### config.mk
export PLATFORM = sky130hd
export DESIGN_NAME = reg_mem_dp
export DESIGN_NICKNAME = d
export VERILOG_FILES = /design/src/rtl/reg_mem_pkg.sv /design/src/rtl/reg_mem_init_ctrl.sv /design/src/rtl/reg_mem_dp.sv
export SDC_FILE = /design/constraint.sdc
export NUM_CORES = 1
export LEC_CHECK = 0
export ABC_CLOCK_PERIOD_IN_PS = 3200
export CORE_AREA = 4 4 358 360
export DETAILED_ROUTE_END_ITERATION = 6
export DIE_AREA = 0 0 362 364
export MAX_ROUTING_LAYER = met4
export RECOVER_POWER = 50
export SLEW_MARGIN = 0
export SYNTH_ARGS = -nofsm -noshare
export SYNTH_HDL_FRONTEND = slang
export SYNTH_SLANG_ARGS = --single-unit
### constraint.sdc
create_clock -name clk -period 3.2 [get_ports clk]
set_input_delay 0.32 -clock clk [delete_from_list [all_inputs] [get_ports clk]]
set_output_delay 0.32 -clock clk [all_outputs]
set_load 0.03 [all_outputs]
### src/rtl/reg_mem_pkg.sv
// -----------------------------------------------------------------------------
// reg_mem_pkg
// Shared types, constants and helpers for the dual-port register memory.
//   state_t          : init-sweep FSM states
//   RDW_READ_FIRST   : same-address read-during-write returns the pre-write word
//   RDW_WRITE_FIRST  : same-address read-during-write returns the merged word
//   lane_count()     : number of write-enable lanes in a word
//   even_parity()    : even-parity bit of a (zero-padded) lane value
// -----------------------------------------------------------------------------
package reg_mem_pkg;

  typedef enum logic [0:0] {
    ST_INIT  = 1'b0,
    ST_READY = 1'b1
  } state_t;

  localparam int RDW_READ_FIRST  = 0;
  localparam int RDW_WRITE_FIRST = 1;

  // Widest lane the parity helper accepts; narrower lanes are zero-extended,
  // which does not change an XOR reduction.
  localparam int PARITY_MAX_W = 64;

  function automatic int lane_count(input int data_width, input int lane_width);
    return data_width / lane_width;
  endfunction

  // Stored bit that makes the lane plus the bit XOR to zero.
  function automatic logic even_parity(input logic [PARITY_MAX_W-1:0] value);
    return ^value;
  endfunction

endpackage : reg_mem_pkg

### src/rtl/reg_mem_init_ctrl.sv
// -----------------------------------------------------------------------------
// reg_mem_init_ctrl
// Post-reset init sweep controller. After reset it walks every address once,
// one per cycle, requesting a write of the init value, then raises ready and
// stays there until the next reset.
// Ports:
//   clk        : clock, rising edge
//   rst        : asynchronous, active-high reset (restarts the sweep at 0)
//   init_we    : sweep write request for the current init_addr
//   init_addr  : address being cleared this cycle
//   ready      : registered; high once the sweep has covered every address
// -----------------------------------------------------------------------------
module reg_mem_init_ctrl
  import reg_mem_pkg::*;
#(
  parameter int ADDR_BITS = 5
) (
  input  logic                 clk,
  input  logic                 rst,
  output logic                 init_we,
  output logic [ADDR_BITS-1:0] init_addr,
  output logic                 ready
);

  localparam logic [ADDR_BITS-1:0] LAST_ADDR = '1;

  state_t               state_q, state_d;
  logic [ADDR_BITS-1:0] cnt_q, cnt_d;
  logic                 ready_d;

  // NOTE: state registers use non-blocking assignments so every flop samples
  // the pre-edge values of the others, independent of process ordering.
  always_ff @(posedge clk or posedge rst) begin
    if (rst) begin
      state_q <= ST_INIT;
      cnt_q   <= '0;
      ready   <= 1'b0;
    end else begin
      state_q <= state_d;
      cnt_q   <= cnt_d;
      ready   <= ready_d;
    end
  end

  // NOTE: every output of this block is given a default first, so no path
  // through the case leaves a signal unassigned (which would infer a latch).
  always_comb begin
    state_d = state_q;
    cnt_d   = cnt_q;
    init_we = 1'b0;
    case (state_q)
      ST_INIT: begin
        init_we = 1'b1;
        cnt_d   = cnt_q + 1'b1;
        if (cnt_q == LAST_ADDR) begin
          state_d = ST_READY;
        end
      end
      ST_READY: begin
        state_d = ST_READY;
      end
      default: begin
        state_d = ST_INIT;
      end
    endcase
    // Registered from the next state so ready rises on the same edge that
    // enters READY.
    ready_d = (state_d == ST_READY);
  end

  assign init_addr = cnt_q;

endmodule : reg_mem_init_ctrl

### src/rtl/reg_mem_dp.sv
// -----------------------------------------------------------------------------
// reg_mem_dp
// Dual-port (1 write, 1 read) register memory with per-lane write enables,
// registered read data/valid, selectable same-address read-during-write
// behaviour and a hardware init sweep that clears every word after reset.
// Optional build macro: REG_MEM_PARITY_EN adds one even-parity bit per lane
// and the parity_err output.
// Ports:
//   clk, rst   : clock (rising edge), asynchronous active-high reset
//   wr_en      : write request (ignored while ready = 0)
//   wr_addr    : write address
//   wr_data    : write data
//   wr_be      : per-lane write enable, bit i covers lane i
//   rd_en      : read request (ignored while ready = 0)
//   rd_addr    : read address
//   rd_data    : registered read data; holds when no read is accepted
//   rd_valid   : high the cycle after an accepted read
//   ready      : high once the init sweep is complete
//   parity_err : (REG_MEM_PARITY_EN only) read word failed parity, with rd_valid
// -----------------------------------------------------------------------------
module reg_mem_dp
  import reg_mem_pkg::*;
#(
  parameter int                    DATA_WIDTH = 32,
  parameter int                    LANE_WIDTH = 8,
  parameter int                    ADDR_BITS  = 5,
  parameter int                    RDW_MODE   = RDW_READ_FIRST,
  parameter logic [DATA_WIDTH-1:0] INIT_VALUE = '0
) (
  input  logic                                          clk,
  input  logic                                          rst,
  input  logic                                          wr_en,
  input  logic [ADDR_BITS-1:0]                          wr_addr,
  input  logic [DATA_WIDTH-1:0]                         wr_data,
  input  logic [lane_count(DATA_WIDTH, LANE_WIDTH)-1:0] wr_be,
  input  logic                                          rd_en,
  input  logic [ADDR_BITS-1:0]                          rd_addr,
  output logic [DATA_WIDTH-1:0]                         rd_data,
  output logic                                          rd_valid,
  output logic                                          ready
`ifdef REG_MEM_PARITY_EN
  ,
  output logic                                          parity_err
`endif
);

  localparam int LANES = lane_count(DATA_WIDTH, LANE_WIDTH);
  localparam int DEPTH = 2 ** ADDR_BITS;

  // ---------------------------------------------------------------------------
  // Init sweep controller
  // ---------------------------------------------------------------------------
  logic                 init_we;
  logic [ADDR_BITS-1:0] init_addr;

  reg_mem_init_ctrl #(
    .ADDR_BITS (ADDR_BITS)
  ) u_init_ctrl (
    .clk       (clk),
    .rst       (rst),
    .init_we   (init_we),
    .init_addr (init_addr),
    .ready     (ready)
  );

  // ---------------------------------------------------------------------------
  // Write path: the sweep owns the array until ready; user writes only after.
  // ---------------------------------------------------------------------------
  logic [LANES-1:0]      lane_we;
  logic [ADDR_BITS-1:0]  mem_waddr;
  logic [DATA_WIDTH-1:0] mem_wdata;
  logic                  rd_accept;

  always_comb begin
    lane_we   = '0;
    mem_waddr = wr_addr;
    mem_wdata = wr_data;
    if (init_we) begin
      lane_we   = '1;
      mem_waddr = init_addr;
      mem_wdata = INIT_VALUE;
    end else if (ready && wr_en) begin
      lane_we = wr_be;
    end
  end

  assign rd_accept = ready && rd_en;

  // NOTE: the array has no reset; the init sweep clears it, which keeps it
  // mappable onto plain register-file/RAM cells.
  logic [DATA_WIDTH-1:0] mem_q [DEPTH];

  always_ff @(posedge clk) begin
    for (int i = 0; i < LANES; i++) begin
      if (lane_we[i]) begin
        mem_q[mem_waddr][i*LANE_WIDTH +: LANE_WIDTH] <= mem_wdata[i*LANE_WIDTH +: LANE_WIDTH];
      end
    end
  end

  // ---------------------------------------------------------------------------
  // Read path. byp_lane marks lanes being written to the read address this
  // cycle; only the write-first build forwards them.
  // ---------------------------------------------------------------------------
  logic [LANES-1:0]      byp_lane;
  logic [DATA_WIDTH-1:0] old_word;
  logic [DATA_WIDTH-1:0] rd_word;

  generate
    if (RDW_MODE == RDW_WRITE_FIRST) begin : g_write_first
      assign byp_lane = (mem_waddr == rd_addr) ? lane_we : '0;
    end else begin : g_read_first
      assign byp_lane = '0;
    end
  endgenerate

  assign old_word = mem_q[rd_addr];

  always_comb begin
    rd_word = old_word;
    for (int i = 0; i < LANES; i++) begin
      if (byp_lane[i]) begin
        rd_word[i*LANE_WIDTH +: LANE_WIDTH] = mem_wdata[i*LANE_WIDTH +: LANE_WIDTH];
      end
    end
  end

  always_ff @(posedge clk or posedge rst) begin
    if (rst) begin
      rd_data  <= '0;
      rd_valid <= 1'b0;
    end else begin
      rd_valid <= rd_accept;
      if (rd_accept) begin
        rd_data <= rd_word;
      end
    end
  end

`ifdef REG_MEM_PARITY_EN
  // ---------------------------------------------------------------------------
  // Parity: one stored bit per lane, written under the same lane mask as the
  // data so unwritten lanes keep their existing parity.
  // ---------------------------------------------------------------------------
  logic [LANES-1:0] par_q [DEPTH];
  logic [LANES-1:0] wr_par;
  logic [LANES-1:0] rd_par;
  logic [LANES-1:0] chk_par;

  always_comb begin
    wr_par = '0;
    for (int i = 0; i < LANES; i++) begin
      wr_par[i] = even_parity(PARITY_MAX_W'(mem_wdata[i*LANE_WIDTH +: LANE_WIDTH]));
    end
  end

  always_ff @(posedge clk) begin
    for (int i = 0; i < LANES; i++) begin
      if (lane_we[i]) begin
        par_q[mem_waddr][i] <= wr_par[i];
      end
    end
  end

  always_comb begin
    rd_par  = par_q[rd_addr];
    chk_par = '0;
    for (int i = 0; i < LANES; i++) begin
      if (byp_lane[i]) begin
        rd_par[i] = wr_par[i];
      end
    end
    for (int i = 0; i < LANES; i++) begin
      chk_par[i] = even_parity(PARITY_MAX_W'(rd_word[i*LANE_WIDTH +: LANE_WIDTH])) ^ rd_par[i];
    end
  end

  always_ff @(posedge clk or posedge rst) begin
    if (rst) begin
      parity_err <= 1'b0;
    end else begin
      parity_err <= rd_accept && (|chk_par);
    end
  end
`endif

endmodule : reg_mem_dp

==> metrics.md <==
| Metric | Value |
|---|---|
| CP Capture Type | `flop` |
| Critical Path Start | `u_init_ctrl.init_addr[0]` |
| Max-Cap Viols | `25` |
| Average size of a mapped cell | `17.66 um^2` |
| H-Tree Depth | `3` |
| Final setup margin | `0.1723 ns` |
| Vias in the first global route | `23010` |
| Final setup vio count | `0` |
| Clk_lat worst skew | `0.67 ns` |
| # fillers | `11100` |
| Leakage | `17.32 nW` |
| Number of library cell types mapped by synthesis | `38` |
| CP required | `3.46 ns` |
| Multi-input gate area | `9578 um^2` |
| CP startpoint kind | `flop` |
| Violated checks | `capacitance limit, slew limit` |
| Longest Clk Path Bufs | `3` |
| CP arrival | `3.28 ns` |
| Largest net degree at the start of global routing | `52` |
| Worst slew pin tran | `1.749 ns` |
| Synth Register Bits | `1063` |
| Worst hold path type | `flop to flop` |
| Max Fclk | `330.3 MHz` |
| Routed Wire Length | `106.5 mm` |
| Total grt overflow | `0` |
| Routed len/inst | `24.13 um` |
| RSZ-0062 raised after global routing | `false` |
| Slew HR | `-16.60%` |
| Part of the cycle the worst path needs | `94.62%` |
| Wire length of the first global-routing pass | `154.0 mm` |
| Synthesis-to-finish area growth | `18.04%` |
| Min cycle time layout | `3.028 ns` |
| CTS buffer count | `108` |
| Final Skew | `0.03532 ns` |
| Clock-pin transition on the worst setup and hold timing paths | `0.07 ns` |
| Crit Path Max Fanout | `8` |
| DR vias/cell | `5.161` |
| RePlAce Congestion | `0.8416` |
| First-pass DRT Iterations | `5` |
| Initial core utilization | `33.72%` |
| Die Y | `364 um` |
| CTS tree | `done` |
| TNS Setup | `0 ns` |
| Layout cell share with drive strength beyond 1 | `15.35%` |
| Maximum VDD drop | `0.0004349 V` |
| GR Util All Layers | `16.21%` |
| Via count | `22790` |
| Syn Nets | `2441` |
| Finished Layout Cells | `4416` |
| Placed cell count | `4210` |
| Die area | `131800 um^2` |
| Run status | `finished, violations left` |
| Final ANT Viol Nets | `0` |
| Pins Over Slew Limit | `782` |
| Cell Rows | `130` |
| Synthesized cell area | `42180 um^2` |
| Commonest non-fill, non-tap cell in the layout | `edfxtp_1` |
| Die Span X | `362 um` |
| Fin nets | `2722` |
| Pwr dens | `601.0 nW/um^2` |
| Final Util | `39.81%` |
| Post-DP HPWL | `69.52 mm` |
| R2R Path Start | `u_init_ctrl.init_addr[0]` |
| IO Port Bufs | `83` |
| Synthesized instance count | `2389` |
| Initial antenna violation count | `3` |
| Setup CP Type | `flop to flop` |
| 1st-iter DRT viols | `2196` |
| Hold wc startpoint | `u_init_ctrl.init_addr[2]` |
| Yosys warns | `0` |
| DRC | `0` |
| Post-CTS Setup Bufs | `0` |
| Ports | `84` |
| Most frequent cells in the layout | `edfxtp_1, mux2i_1, buf_4` |
| Final hold violation count | `0` |
| CTS root buf | `clkbuf_16` |
| Core area | `125100 um^2` |
| Worst slack at placement | `-0.05253 ns` |
| Seq/Total Area, Yosys | `75.21%` |
| Sink Count | `1063` |
| Register area | `31730 um^2` |
[cell type report]
class	instances	share of cell area [%]
Antenna cell	3	0.01508
Clock buffer	140	5.938
Clock inverter	63	1.377
Inverter	5	0.03769
Multi-Input combinational cell	1167	19.24
Sequential cell	1063	63.72
Tap cell	1650	4.146
Timing Repair Buffer	325	5.531
[power by group]
| part | internal, mW | leakage, nW | switching (mW) |
|---|---|---|---|
| Sequential | 15.3 | 9.68 | 0.0776 |
| Clock | 7.56 | 1.76 | 5.14 |
| Combinational | 0.642 | 5.88 | 1.16 |
[worst paths after layout]
| check | end | slack (ns) | depth (start not counted) |
|---|---|---|---|
| setup / recovery | mem_q[11][21] | 0.17 | 4 |
| hold / removal | u_init_ctrl.init_addr[2] | 0.48 | 1 |
| setup reg to reg | mem_q[11][21] | 0.17 | 4 |
| hold reg to reg | u_init_ctrl.init_addr[2] | 0.48 | 1 |
| max in group asynchronous | rd_data[27] | 1.34 | 3 |
| min in group asynchronous | u_init_ctrl.ready | 0.58 | 2 |
[sequential cells by signal, summed over array words and instances, names as in the netlist]
register,flops
rd_data,32
u_init_ctrl.init_addr,5
mem_q,1024
u_init_ctrl.ready,1
rd_valid,1
[routing by layer]
| layer | wire length [um] | vias to the layer above | global-route usage, % |
|---|---|---|---|
| li1 | - | 10160 | - |
| met1 | 45870 | 11630 | 21.36 |
| met2 | 50190 | 814 | 25.66 |
| met3 | 7682 | 189 | 3.376 |
| met4 | 2802 | 0 | 4.342 |
| met5 | 0 | - | - |
[cells by family (layout without fill, tap and decap cells)]
group	Yosys count	count (layout)	synth area share [%]
flip-flops	1063	1063	75.21
multiplexers	514	514	12.20
AO/OA/AOI/OAI	401	401	7.736
AND/OR/NAND/NOR	247	247	2.601
buffers and inverters	159	533	2.127
XOR/XNOR	3	3	0.06230
adder cells (fa/ha/maj)	2	2	0.05931
other	0	3	0
[through the flow]
step           hold slack, ns  power, mW  cell area (um^2)
2_1_floorplan          0.4516      16.74             42180
3_3_place_gp           0.4708      17.51             46310
3_5_place_dp           0.4808      17.54             46310
4_1_cts                0.1743      30.18             49950
5_1_grt                0.5003      30.84             49790
6_report               0.4832      29.92             49790
[repair_timing]
item                       4_1_cts  5_1_grt
gates resized for setup          0        1
hold buffers                     0        0
setup endpoints to repair        0        8
hold endpoints to repair         0        0
[synth_stat cells, drive strengths merged]
library cell	n	area [um^2]
a21o	1	7.510
mux2i	512	5125
o22ai	33	206.5
and3b	1	8.760
dfrtp	39	975.9
edfxtp	1024	30750
and2	36	225.2
nand2b	6	37.54
a22oi	129	968.4
o32a	1	10.01
a221oi	64	566.8
clkbuf	94	397.9
a22o	65	569.3
inv	5	18.77
o41ai	32	520.5
o32ai	5	43.79
nor3	24	120.1
o22a	1	8.760
a21oi	65	325.3
nand3	10	50.05
buf	60	480.5
ha	2	25.02
xnor2	3	26.28
nor2b	4	25.02
mux2	2	22.52
nor2	108	405.4
a21boi	4	30.03
or2	2	12.51
nand2	55	206.5
and3	1	6.260
a31oi	1	6.260
[worst max-delay path, stage by stage (launching register included)]
cell	delay, ns
dfrtp_1	0.45
inv_1	0.09
o32ai_1	0.64
nand2_1	0.36
nor3_1	1.06
No activity file was read; power rests on OpenSTA's default activity.
==> RTL change: new RTL, same settings <==
Set the parameter `LANE_WIDTH` to 7 (it was 8).
--- a/src/rtl/reg_mem_dp.sv
+++ b/src/rtl/reg_mem_dp.sv
@@ -23,5 +23,5 @@
 #(
   parameter int                    DATA_WIDTH = 32,
-  parameter int                    LANE_WIDTH = 8,
+  parameter int                    LANE_WIDTH = 7,
   parameter int                    ADDR_BITS  = 5,
   parameter int                    RDW_MODE   = RDW_READ_FIRST,
Check against the original RTL: no difference found for any inputs over 4 cycles, from zero or initial values and one cycle with rst high; that may be too few to reach the edited logic, so the function may still have changed.
==> RTL change against the original RTL <==
- the run still ends with max-capacitance violations, max-slew violations left
- area after synthesis down 12%
- utilization decreased by 4.6 points
- power is 14% lower
- routed wire length shrank 14%
- non-clock buffer count decreased by 28
- setup slack improved by 0.12 ns
- sequential power is 12% lower
- sequential cell count down 132
- design area decreased by 11%
- worst hold slack improved by 0.0043 ns
- fmax is 4.3% higher
- sequential share of layout area shrank 0.71 points
- largest cell class unchanged
==> RTL change: results (changes against the original RTL) <==
synth:
  syn_area_per_cell_um2: 17.50  # -0.87%
  synth_common_cells: "896 x edfxtp_1, 448 x mux2i_1, 113 x a22oi_1"
  synth_seq_cells: 931  # -12%
  yosysUniqueCellTypes: 39  # +2.6%
  synth_seq_area_share_pct: 74.70  # -0.52 points
  synth_area_leaders: "edfxtp_1 72%, mux2i_1 12%, dfrtp_1 2.4%"
grt:
  grt_pass1_wl_um: 134100  # -13%
  antenna_found_initial: 1  # -2
  grt_pass1_vias: 20540  # -11%
  use_met2_pct: 21.89  # -3.8 points
detailed_routing:
  met2WireLength_um: 43000  # -14%
  drt_iter0_drc: 1919  # -13%
  routedWlPerCell_um: 22.33  # -7.4%
  route.met3.wl_um: 5920  # -23%
  num_vias: 20120  # -12%
  vias_per_cell: 4.891  # -5.2%
final_layout:
  final.clkbuf_count: 125  # -11%
  fillers: 11660  # +5.0%
  multi_input_area_share_pct: 19.60  # +0.37 points
  num-nonclk-buffers: 297  # -8.6%
  seq_share_pct: 63.01  # -0.71 points
  area_delta_synth_final_pct: 18.54
  clk_share_pct: 6.882  # -0.43 points
  multi_input_cells: 1051  # -9.9%
power:
  peakVddDrop_mv: 0.3542  # -19%
  p_sw_mw: 5.575  # -13%
  pwr-share-comb_pct: 6.3  # +0.3 points
place:
  placed_area_um2: 41150  # -11%
  hpwlAfterDp_um: 58880  # -15%
  pre_cts_ws_ns: 0.09260  # +0.1451 ns
  placed_cells: 3934  # -6.6%
  portBuffers: 75  # -9.6%
worst_hold_path:
  hold_path.startpoint: "rd_data[8]"
  holdPathStages: 2  # +1
  whs_endpoint: "rd_data[8]"
worst_setup_path:
  cp_top_family: "buffers and inverters"
  crit_fanout: 32  # +24
  rr_worst_depth: 3  # -1
  critPathMaxStageDelay_ns: 1.19  # +0.13 ns
clocking:
  cts_buffers: 95  # -12%
outcome:
  status: "finished, violations left"
  violations: "max-capacitance violations, max-slew violations"
sta:
  hold-worst-slack_ns: 0.4875  # +0.004306 ns
  max_freq_mhz: 344.4  # +4.3%
  drv_slew: 486  # -38%
  skew_ns: 0.02464  # -0.01068 ns
  worst_pin_slew_ns: 1.686  # -0.06342 ns
job:
  max-cap-violations: 14  # -44%
==> RTL change: cell families (layout without fill, tap and decap cells) <==
| family | after synthesis | after routing | share of synthesized area, % |
|---|---|---|---|
| AO/OA/AOI/OAI | 353 | 353 | 7.976 |
| XOR/XNOR | 3 | 3 | 0.07066 |
| other | 1 | 7 | 0.01008 |
| flip-flops | 931 | 931 | 74.70 |
| multiplexers | 450 | 450 | 12.12 |
| adder cells (fa/ha/maj) | 2 | 2 | 0.06727 |
| buffers and inverters | 146 | 478 | 2.220 |
| AND/OR/NAND/NOR | 239 | 239 | 2.843 |
==> RTL change: worst reg2reg max path, cell delays in order (launching register included) <==
cell and delay [ns]:
dfrtp_1 0.67, buf_4 0.37, and2_0 0.20, clkbuf_1 1.19
